--- config.mk ---
export PLATFORM = sky130hd
export DESIGN_NAME = midi_encoder
export DESIGN_NICKNAME = d
export VERILOG_FILES = /design/src/rtl/midi_encoder_pkg.sv /design/src/rtl/midi_encoder.sv
export SDC_FILE = /design/constraint.sdc
export NUM_CORES = 1
export LEC_CHECK = 0
export CAP_MARGIN = 20
export CORE_ASPECT_RATIO = 1.2
export CORE_MARGIN = 4
export CORE_UTILIZATION = 60
export CTS_BUF_LIST = sky130_fd_sc_hd__clkbuf_8 sky130_fd_sc_hd__clkbuf_16
export DETAILED_ROUTE_END_ITERATION = 8
export DONT_BUFFER_PORTS = 1
export GPL_TIMING_DRIVEN = 0
export PLACE_DENSITY = 0.77
export SETUP_SLACK_MARGIN = 0.3
export SYNTH_ARGS = -nofsm -noshare
export SYNTH_HDL_FRONTEND = slang
export SYNTH_SLANG_ARGS = --single-unit
--- constraint.sdc ---
create_clock -name clk32 -period 1.42 [get_ports clk32]
set_input_delay 0.071 -clock clk32 [delete_from_list [all_inputs] [get_ports clk32]]
set_output_delay 0.071 -clock clk32 [all_outputs]
set_load 0.01 [all_outputs]
--- src/rtl/midi_encoder_pkg.sv ---
// Shared encodings for the MIDI channel-message encoder: event kinds,
// status nibbles, FSM states and the status-byte builder.
package midi_encoder_pkg;

    typedef enum logic [1:0] {
        EV_NOTE_OFF    = 2'b00,
        EV_NOTE_ON     = 2'b01,
        EV_POLY_KEY    = 2'b10,
        EV_PITCH_WHEEL = 2'b11
    } ev_type_e;

    localparam logic [3:0] NIB_NOTE_OFF    = 4'h8;
    localparam logic [3:0] NIB_NOTE_ON     = 4'h9;
    localparam logic [3:0] NIB_POLY_KEY    = 4'hA;
    localparam logic [3:0] NIB_PITCH_WHEEL = 4'hE;

    typedef enum logic [1:0] {
        ST_IDLE   = 2'b00,
        ST_STATUS = 2'b01,
        ST_DATA1  = 2'b10,
        ST_DATA2  = 2'b11
    } state_e;

    function automatic logic [7:0] status_byte(input ev_type_e kind, input logic [3:0] chan);
        logic [3:0] nib;
        nib = NIB_NOTE_OFF;
        case (kind)
            EV_NOTE_OFF:    nib = NIB_NOTE_OFF;
            EV_NOTE_ON:     nib = NIB_NOTE_ON;
            EV_POLY_KEY:    nib = NIB_POLY_KEY;
            EV_PITCH_WHEEL: nib = NIB_PITCH_WHEEL;
            default:        nib = NIB_NOTE_OFF;
        endcase
        return {nib, chan};
    endfunction

endpackage

--- src/rtl/midi_encoder.sv ---
// Serialises note/pitch-wheel events into 3-byte MIDI messages for a UART.
// Define RUNNING_STATUS_EN to omit repeated status bytes (bounded by STATUS_REFRESH).
module midi_encoder
    import midi_encoder_pkg::*;
#(
    parameter int STATUS_REFRESH = 16
) (
    input  logic       clk32,
    input  logic       rst,
    input  logic       ev_valid,
    output logic       ev_ready,
    input  logic [1:0] ev_type,
    input  logic [3:0] channel,
    input  logic [6:0] note,
    input  logic [6:0] velocity,
    output logic       tx_valid,
    output logic [7:0] tx_data,
    input  logic       tx_ready
);

`ifdef RUNNING_STATUS_EN
    localparam bit RS_EN = 1'b1;
`else
    localparam bit RS_EN = 1'b0;
`endif

    // Counter is one bit wider than needed so it can reach STATUS_REFRESH itself.
    localparam int              CNT_W       = $clog2(STATUS_REFRESH + 2);
    localparam logic [CNT_W-1:0] REFRESH_MAX = CNT_W'(STATUS_REFRESH);

    state_e           state_q, state_d;
    ev_type_e         type_q, type_d;
    logic [3:0]       channel_q, channel_d;
    logic [6:0]       note_q, note_d;
    logic [6:0]       vel_q, vel_d;
    logic [7:0]       last_status_q, last_status_d;
    logic             last_valid_q, last_valid_d;
    logic [CNT_W-1:0] refresh_cnt_q, refresh_cnt_d;

    logic [7:0] new_status;
    logic [7:0] cur_status;
    logic       accept;
    logic       skip_status;

    always_comb begin
        ev_ready = (state_q == ST_IDLE) && !rst;
        tx_valid = (state_q != ST_IDLE);
        tx_data  = 8'h00;
        case (state_q)
            ST_STATUS: tx_data = cur_status;
            ST_DATA1:  tx_data = {1'b0, note_q};
            ST_DATA2:  tx_data = {1'b0, vel_q};
            default:   tx_data = 8'h00;
        endcase
    end

    always_comb begin
        new_status  = status_byte(ev_type_e'(ev_type), channel);
        cur_status  = status_byte(type_q, channel_q);
        accept      = ev_valid && ev_ready;
        skip_status = RS_EN && last_valid_q && (new_status == last_status_q)
                      && (refresh_cnt_q < REFRESH_MAX);

        state_d       = state_q;
        type_d        = type_q;
        channel_d     = channel_q;
        note_d        = note_q;
        vel_d         = vel_q;
        last_status_d = last_status_q;
        last_valid_d  = last_valid_q;
        refresh_cnt_d = refresh_cnt_q;

        case (state_q)
            ST_IDLE: begin
                if (accept) begin
                    type_d    = ev_type_e'(ev_type);
                    channel_d = channel;
                    note_d    = note;
                    vel_d     = velocity;
                    if (skip_status) begin
                        state_d       = ST_DATA1;
                        refresh_cnt_d = refresh_cnt_q + CNT_W'(1);
                    end else begin
                        state_d = ST_STATUS;
                    end
                end
            end
            ST_STATUS: begin
                // Running status tracks only status bytes actually handed to the UART.
                if (tx_ready) begin
                    state_d       = ST_DATA1;
                    last_status_d = cur_status;
                    last_valid_d  = 1'b1;
                    refresh_cnt_d = '0;
                end
            end
            ST_DATA1: begin
                if (tx_ready) state_d = ST_DATA2;
            end
            ST_DATA2: begin
                if (tx_ready) state_d = ST_IDLE;
            end
            default: state_d = ST_IDLE;
        endcase
    end

    always_ff @(posedge clk32) begin
        if (rst) begin
            state_q       <= ST_IDLE;
            type_q        <= EV_NOTE_OFF;
            channel_q     <= 4'h0;
            note_q        <= 7'h00;
            vel_q         <= 7'h00;
            last_status_q <= 8'h00;
            last_valid_q  <= 1'b0;
            refresh_cnt_q <= '0;
        end else begin
            state_q       <= state_d;
            type_q        <= type_d;
            channel_q     <= channel_d;
            note_q        <= note_d;
            vel_q         <= vel_d;
            last_status_q <= last_status_d;
            last_valid_q  <= last_valid_d;
            refresh_cnt_q <= refresh_cnt_d;
        end
    end

endmodule

==> results by stage, run 1 <==
Yosys:
- After synthesis, flip-flops and latches occupy roughly two fifths of the total area.
- The synthesized instance count is about 130.
- The count of cell types in the netlist is 23.
- The number of nets produced by synthesis is 153.
- For this run, the number of Yosys warnings is 0.
- The mean post-synth cell area is around 9 um^2.
- The area of the mapped netlist is roughly 1100 um^2.
- Counting flops and latches in the post-synthesis netlist gives 22.

CTS:
- The CTS sink count is 22.
- The number of buffers on the longest clock path is 2.
- In this run the number of H-tree levels came out at 1.
- The TritonCTS buffer count is 3.
- The clock tree root buffer cell is clkbuf_8.

Global routing:
- The maximum number of pins on one net before global-route repair is 12.
- The number of antenna violations at the first check in global routing is 0.

Status:
- The first error in the log reads "[ERROR DPL-0033] detailed placement checks failed during check placement".
- It got as far as 5_1_grt and failed there.
- The flow did not finish.

Floorplan:
- The overall die width is about 48 um.
- The effective utilization at floorplan is between 60% and 70%.
- The floorplan step set the die height to between 50 and 60 um.
- 34 I/O pins were placed.
- The initialized floorplan defines 17 standard-cell rows.

Placement:
- The global placement routability congestion is 0.792.
- Summed over all nets, the half-perimeter wirelength after detailed placement is approximately 1.8 mm.
- The number of buffers inserted by port buffering is 0.

Timing:
- After the last repair the worst path ends at a primary output.
- In the global-route stage, repair_timing last flagged the worst endpoint as tx_data[1].
synth_stat cells:
cell	n	area [um^2]
nor2_1	7	26.3
dfxtp_1	22	440
a21oi_1	2	10.0
a222oi_1	5	50.1
nand3_1	1	5.00
nand2b_1	22	138
mux2i_1	1	10.0
nand2_1	20	75.1
buf_2	2	10.0
nand3b_1	1	7.51
nor3_2	1	10.0
o22ai_2	1	12.5
buf_4	1	7.51
inv_1	3	11.3
ha_1	4	50.1
a22oi_1	2	15.0
a221oi_2	1	15.0
buf_6	5	56.3
o21ai_1	4	20.0
and3b_4	1	12.5
o21bai_1	1	7.51
o21ai_2	16	140
clkbuf_1	2	7.51
metrics by stage:
stage               setup TNS (ns)  utilization, %  instance area, um^2  cells  setup WS (ns)
detailed placement               0            68.4                 1250    144          0.103
CTS                         -0.798            89.3                 1630    173        -0.0517
floorplan                        0               -                 1230    125          0.182
global placement                 0            68.4                 1250    144          0.102
cell families after synthesis:
kind of cell | share of synthesized area [%]
simple gates | 24.1
compound gates | 23.8
buf+inv | 8.14
flops | 38.7
mux | 0.880
fa+ha+maj | 4.40
timing repair:
item	in CTS
setup endpoints to repair	31
hold endpoints to repair	20
setup buffers	4
resized for setup	21
cloned	1
pin swaps	11
hold buffers	21
==> run 2, diff against run 1 <==
==> config.mk (replaced) <==
export PLATFORM = sky130hd
export DESIGN_NAME = midi_encoder
export DESIGN_NICKNAME = d
export VERILOG_FILES = /design/src/rtl/midi_encoder_pkg.sv /design/src/rtl/midi_encoder.sv
export SDC_FILE = /design/constraint.sdc
export NUM_CORES = 1
export LEC_CHECK = 0
export CAP_MARGIN = 20
export CORE_AREA = 4 4 65 67
export DETAILED_ROUTE_END_ITERATION = 8
export DIE_AREA = 0 0 69 71
export DONT_BUFFER_PORTS = 1
export GPL_TIMING_DRIVEN = 0
export PLACE_DENSITY_LB_ADDON = 0.15
export SYNTH_ARGS = -nofsm -noshare
export SYNTH_HDL_FRONTEND = slang
export SYNTH_SLANG_ARGS = --single-unit
==> run 2 against run 1 <==
Net effect:
- the flow now finishes, with violations (negative setup slack)
- synthesized cell count stayed put
- area after synthesis is the same
==> results by stage, run 2 <==
Status:
- The flow ran to the end, but the final reports show violations.
- The checks that failed: negative setup slack.

Power and ir drop:
- In this run the power density over the cells is 1530 nW/um^2.
- The final total power is roughly 2.4 mW.
- The leakage component of the power is between 0.5 and 0.6 nW.
- The peak supply drop is just under 500 uV.

Worst hold path:
- Along the worst hold path, the cell count comes to 2.
- In this run the worst hold path is classified as primary input to flop.
- The endpoint of the worst hold path is state_q[0].
- The launch instance of the worst min-delay path is tx_ready.

Yosys:
- The count of cell types in the netlist is 23.
- The share of synthesized registers carrying an async set or reset is 0%.
- The average instance in the mapped netlist occupies around 9.1 um^2.
- Sequential cells were found to cover between 30% and 40% of the synthesized design area.
- Synthesis produced a netlist whose cell count is 125.
- The number of nets produced by synthesis is approximately 150.
- The number of warnings issued by yosys is 0.
- In the synthesized netlist the dominant register cell turns out to be dfxtp_1.
- The commonest cells after synthesis are 22 x dfxtp_1, 22 x nand2b_1, 20 x nand2_1.
- The share of the synthesized area in the top cell type is between 30% and 40%.
- The number of synthesized flops with an enable pin is 0.
- After synthesis the netlist holds a flip-flop and latch count of 22.
- Yosys attributes the largest share of cell area to dfxtp_1 39%, o21ai_2 12%, nand2b_1 12%.
- Of all cell types, the one taking the most synthesized area is dfxtp_1.
- In this run the cell area of the synthesized design comes to about 1100 um^2.

Placement:
- Input and output buffers added on the ports amount to 0.
- The placed instances occupy a cell area of between 1000 and 1500 um^2.
- The congestion estimate from routability-driven global placement came to approximately 0.75.
- Detailed placement finished with a half-perimeter wire length of about 2.0 mm.

Final layout:
- Summing all non-filler instances in the final layout gives an area of 1560 um^2.
- In the layout the commonest cells are 22 x nand2b_1, 21 x dlygate4sd3_1, 20 x dfxtp_1, 18 x nand2_1, 16 x o21ai_2.
- The library cell used most frequently in the layout, excluding fill and tap cells, is nand2b_1.
- Measured on the finished design, the core utilization comes to between 40% and 50%.
- The area growth from synthesis to layout is 36.9%.
- The share of cells above drive strength 1 is approximately 30%.
- The largest registers in the layout are note_q (7), vel_q (7), channel_q (4).
- The net total in the final layout is roughly 180.
- The number of antenna diodes in the final layout is 0.

Critical path:
- At the worst endpoint, the required time is ~1.4 ns.
- The worst register-to-register path begins at state_q[0].
- Along the worst path, the maximum fanout reaches 8.
- The worst setup path is launched from a flop.
- The flop-to-flop setup slack is 0 ns.
- The worst reg2reg path depth is 7.
- The data arrival time of the critical path is 1.38 ns.
- The endpoint kind of the worst setup timing path is an output port.
- The endpoint identified for the worst register-to-register timing path is note_q[5].
- The critical path is of the flop to output port type.

Global routing:
- The global-route wire length before repair is 4.75 mm.
- The number of global-route vias before repair is between 900 and 1000.
- After global routing the overflow that remains totals 0.
- Global routing used 12.0% of the available tracks across all layers.
- The number of antenna violations at the first check in global routing was 0.
- The maximum number of pins on one net before global-route repair is 12.

Timing:
- The slew at the pin closest to its max-slew limit is between 0.4 and 0.5 ns.
- The shortest period the worst path allows is between 1 and 1.5 ns.
- Setup repair after global routing could not meet its margin everywhere.
- The final critical path takes up 102% of the cycle.
- The final number of max-transition violations is 0.
- The total negative slack for setup checks is -0.0601 ns.
- The number of hold violations in the final report is 0.
- The relative max-transition margin is a little over 70%.
- The maximum clock frequency is 0.688 GHz.
- Setup slack on the critical path of the routed design comes to -0.0337 ns.
- The number of setup violations in the final report is 5.
- The clock skew after layout is between 0.0015 and 0.002 ns.

CTS:
- The clock latency reported for the late side of the worst-skew pair is 0.26 ns.
- Clock-pin slew was measured on the worst setup and hold paths at ~0.07 ns.
- The CTS sink count is 22.
- The number of buffers on the longest clock path is 2.
- The CTS tree is done.
- Clock tree synthesis inserted a total of 3 buffers.
- In this run the number of H-tree levels came out at 1.
- The tree is rooted in a clkbuf_8.

Floorplan:
- In this run the count of I/O pins placed on the die edge is 34.
- After floorplanning, the core was divided into 22 placement rows.
- The die covers 4900 um^2.
- The core area is roughly 3600 um^2.
- The effective utilization at floorplan is 31.3%.
- The die is 71 um tall.
- The die is 69 um wide.

Drt:
- The detail-routed net length per standard cell is between 10 and 15 um.
- The count of nets left with antenna violations once routing finished came out at 0.
- The routed layout has 930 vias.
- The number of optimization iterations in the first detailed-route pass is 4.
- After detailed routing, the number of remaining DRC violations is 0.
- The total wire length after detailed routing is ~2.8 mm.
- The post-detailed-route via-to-cell ratio is ~4.7.
- In this run, the number of DRC markers left after iteration 0 of detailed routing was between 40 and 50.

Job:
- Across the run, the number of max-cap violations was 0.
==> run 2: layout make-up <==
cell class                      count  area, um^2
Fill cell                         379        2080
Multi-Input combinational cell     90         671
Sequential cell                    22         448
Timing Repair Buffer               23         229
Buffer                              8        91.3
Tap cell                           48        60.1
Clock buffer                        3        41.3
Inverter                            3        16.3
==> run 2: worst max-delay path by stage <==
stage / cells past startpoint / from / to / slack [ns]
after floorplan: 7 / state_q[0] / channel_q[0] / 0.11
after global placement: 7 / state_q[0] / note_q[5] / 0.006
after detailed placement: 6 / state_q[0] / state_q[0] / -0.03
after CTS: 5 / state_q[1] / tx_data[3] / -0.04
after global routing: 5 / state_q[1] / tx_data[3] / -0.10
final: 5 / state_q[1] / tx_data[5] / -0.03
==> run 2: critical path, cell delays in order, from the launching register on <==
cell      delay, ns
dfxtp_4        0.40
inv_4          0.04
ha_4           0.17
buf_6          0.13
a222oi_1       0.23
nor2_1         0.16
==> run 2: power by group <==
part	total, mW	switching (mW)	leakage [nW]	internal, mW
Combinational	1.08	0.569	0.345	0.509
Sequential	0.923	0.139	0.182	0.784
Clock	0.380	0.191	0.0216	0.189
==> run 2: cells by family (layout without fill, tap and decap cells) <==
kind of cell             after synthesis  in the layout  synth area share [%]
AND/OR/NAND/NOR                       53             53                  24.1
buffers and inverters                 13             37                  8.14
flip-flops                            22             22                  38.7
AO/OA/AOI/OAI                         32             32                  23.8
adder cells (fa/ha/maj)                4              4                  4.40
multiplexers                           1              1                 0.880
==> run 2: layer usage <==
metal  wire length [um]  global-route usage (%)  part of all wire [%]  vias to the layer above
li1                   -                       -                     -                      478
met1               1340                    15.1                    48                      422
met2               1250                    19.5                    45                       25
met3                148                    3.84                   5.3                        5
met4                 34                    3.90                   1.2                        0
met5                  0                       0                     0                        -
==> run 2: repair_timing <==
action                                  4_1_cts  5_1_grt
hold endpoints to repair                     20        0
endpoints found under the setup margin       30       29
setup buffers                                 1        0
hold buffers                                 21        0
pin swaps                                     5        5
cloned                                        0        1
gates resized for setup                      22        9
==> run 2: per-stage QoR <==
stage	instances	setup slack, ns	hold slack (ns)
CTS	196	-0.0446	0.0144
global route	197	-0.103	0.0272
finish	197	-0.0337	0.0169
floorplan	125	0.108	0.184
detailed placement	173	-0.0265	0.188
global placement	173	0.00582	0.189
(Power assumes the default switching activity.)
==> run 3, diff against run 2 <==
--- a/config.mk
+++ b/config.mk
@@ -10,8 +10,9 @@
 export DETAILED_ROUTE_END_ITERATION = 8
 export DIE_AREA = 0 0 69 71
 export DONT_BUFFER_PORTS = 1
-export GPL_TIMING_DRIVEN = 0
 export PLACE_DENSITY_LB_ADDON = 0.15
+export RECOVER_POWER = 25
+export SLEW_MARGIN = 20
 export SYNTH_ARGS = -nofsm -noshare
 export SYNTH_HDL_FRONTEND = slang
 export SYNTH_SLANG_ARGS = --single-unit
==> run 3 against run 2 <==
Net effect:
- the flow still finishes with violations (negative setup slack)
- first-iteration DRC count shrank 18%
- clock power grew 17%
- design area grew 0.80%
- register-to-register slack gained 0.02 ns
- combinational power is essentially flat
- core utilization grew 0.34 points
- worst setup slack gained 0.014 ns
- cell count grew 1.0%
- wire length shrank 3.6%
- count of clock-buffer cells in the layout grew 1
- critical endpoint is now ev_ready
- clock skew grew 0.0037 ns
- critical path depth grew 1
==> results by stage, run 3 (same netlist as run 2, synthesis figures left out) <==
Status:
- The flow ran to the end, but the final reports show violations.
- The checks that failed: negative setup slack.

Critical path:
- The worst register-to-register path ends at vel_q[1].
- For the worst setup path, the data required time is around 1.4 ns.
- The worst setup path is captured at an output port.
- The kind of start point of the critical path is a flop.
- The start-to-end type of the worst setup path is flop to output port.
- The worst reg2reg path startpoint is state_q[1].
- The flop-to-flop setup slack is ~0.02 ns.
- Data arrives at the worst endpoint at roughly 1.4 ns.
- The worst reg2reg path depth is 7.
- Of all nets on the critical path, the largest fanout is 4.

Drt:
- The total DRC errors in the routed layout is 0.
- For this block, wires on met1 add up to about 1.2 mm.
- The post-detailed-route via-to-cell ratio is approximately 4.6.
- The count of antenna-violating nets left after detailed routing is 0.
- The detailed-routed wire length on met2 is roughly 1.3 mm.
- The detailed router placed 920 vias in this run.
- The number of optimization iterations in the first detailed-route pass is 4.
- The highest metal layer with signal wires is met4.
- For this block, the initial DRC count from the detailed router was 36.
- Detailed routing placed a total of about 140 um of wire on met3.
- The total wire length after detailed routing is about 2.7 mm.
- In the final routed layout, each cell accounts on average for ~13 um.

Placement:
- At the end of routability-driven placement, the weighted congestion stood at between 0.7 and 0.8.
- Port buffering added 0 buffers.
- Once detailed placement completed, the half-perimeter wirelength came to 1.85 mm.
- After detailed placement, the total cell area comes to around 1200 um^2.
- The pre-CTS setup slack is between 0.03 and 0.04 ns.
- In this run, placement finished with an instance count of between 150 and 200.

Floorplan:
- The effective utilization at floorplan is 31.3%.
- Measured along the x axis, the die boundary spans a little under 70 um.
- The chip height is between 70 and 80 um.
- The die covers 4900 um^2.
- Pin placement for this block handled 34 I/O pins.
- The count of standard-cell rows is 22.
- The core area is 3630 um^2.

Worst hold path:
- The endpoint of the worst hold path is state_q[0].
- The tightest min-delay check is of the primary input to flop type.
- The worst hold path begins at tx_ready.
- The cell depth of the worst hold path is 2.

Timing:
- The final number of max-transition violations is 0.
- The total negative slack for setup checks is -0.0199 ns.
- The shortest period the worst path allows is around 1.4 ns.
- The number of setup violations in the final report is 1.
- The relative max-transition margin is roughly three fifths.
- Dividing the final minimum period by the clock period gives 101%.
- Across the routed clock network, the largest skew measured is roughly 0.0053 ns.
- The maximum clock frequency is approximately 0.69 GHz.
- At the pin with the least slew margin, the transition time is 0.613 ns.
- The number of hold violations in the final report is 0.
- The final critical-path setup slack is -0.0199 ns.
- Setup repair after global routing could not meet its margin everywhere.

Global routing:
- The number of global-route vias before repair is ~900.
- The first global-routing pass estimated roughly 4.4 mm of wire.
- The number of antenna violations at the first check in global routing was 0.
- The total overflow left after global routing is 0.
- For this run, the total global-route usage over all layers was measured as 11.1%.
- The maximum number of pins on one net before global-route repair is 26.

Final layout:
- The number of inserted diodes is 0.
- After the flow finishes, the layout carries non-filler instances totaling between 150 and 200.
- The net total in the final layout is between 150 and 200.
- The post-route netlist has a little over a third of its cells at a drive strength greater than 1.
- The largest registers in the layout are note_q (7), vel_q (7), channel_q (4).
- After routing the design area is 1570 um^2.
- Fill cells in the final layout number 376.
- The library cell used most frequently in the layout, excluding fill and tap cells, is nand2b_1.
- Relative to the synthesized area, the layout overhead comes to 38.0%.
- In the layout the commonest cells are 22 x nand2b_1, 21 x dlygate4sd3_1, 20 x dfxtp_1, 16 x o21ai_2, 14 x nand2_1.

CTS:
- The clock tree root buffer cell is clkbuf_8.
- The TritonCTS buffer count is 3.
- The clock transition time at the flip-flop clock pins of the worst setup and hold paths is 0.08 ns.
- CTS built an H-tree with a depth of 1.
- The clock latency reported for the late side of the worst-skew pair is roughly 0.26 ns.
- The number of buffers on the longest clock path is 2.
- The clock drives 22 sinks.
- The CTS tree is done.

Job:
- Across the run, the number of max-cap violations was 0.

Power and ir drop:
- The leakage component of the power is approximately 0.56 nW.
- The completed layout was analyzed and its total power is roughly 2.5 mW.
- Across the VDD grid, the largest voltage drop is 515 uV.
- The power density over cell area is between 1500 and 2000 nW/um^2.
run 3: worst max-delay path, cell delays in order, from the launching register on:
cell and delay, ns:
dfxtp_4 0.38, inv_2 0.08, ha_2 0.19, buf_4 0.12
inv_1 0.06, buf_4 0.15, nor2_4 0.12
run 3: how the worst max path moves through the flow:
| stage | startpoint | end | slack (ns) | cells after the start |
|---|---|---|---|---|
| after floorplan | state_q[0] | channel_q[0] | 0.11 | 7 |
| after global placement | state_q[0] | state_q[0] | 0.11 | 5 |
| after detailed placement | state_q[0] | state_q[0] | 0.04 | 5 |
| after CTS | state_q[1] | tx_data[5] | -0.03 | 3 |
| after global routing | state_q[0] | tx_data[2] | -0.09 | 4 |
| final | state_q[1] | ev_ready | -0.02 | 6 |
run 3: repair_timing:
action,CTS,global route
pin swaps,3,5
hold endpoints to repair,22,0
hold buffers,21,0
endpoints found under the setup margin,8,12
gates cloned,0,0
buffers inserted,1,4
resized for setup,15,12
run 3: per-stage QoR:
stage               util (%)  hold WS [ns]
floorplan                  -         0.184
global placement        32.3         0.142
detailed placement      32.3         0.142
CTS                     41.0        0.0131
global route            43.2        0.0150
finish                  43.2        0.0175
run 3: area by class of cell:
class | count | area [um^2] | area share (%)
well taps | 48 | 60.1 | 3.83
multi-input cells | 90 | 679 | 43.3
clock buffers | 4 | 55.1 | 3.51
repair buffers | 32 | 313 | 19.9
flip-flops and latches | 22 | 448 | 28.5
inverters | 3 | 13.8 | 0.877
run 3: per-layer routing:
layer  global-route usage (%)  up-vias
met3                     4.26        2
met4                     2.60        0
met1                     13.9      418
met2                     17.9       22
li1                         -      478
met5                        0        -
run 3: power by group:
part | total [mW] | switching [mW] | leakage (nW) | internal, mW
clock network | 0.443 | 0.196 | 0.0288 | 0.247
registers | 0.926 | 0.142 | 0.182 | 0.784
logic | 1.10 | 0.558 | 0.351 | 0.542
total | 2.47 | 0.896 | 0.562 | 1.57
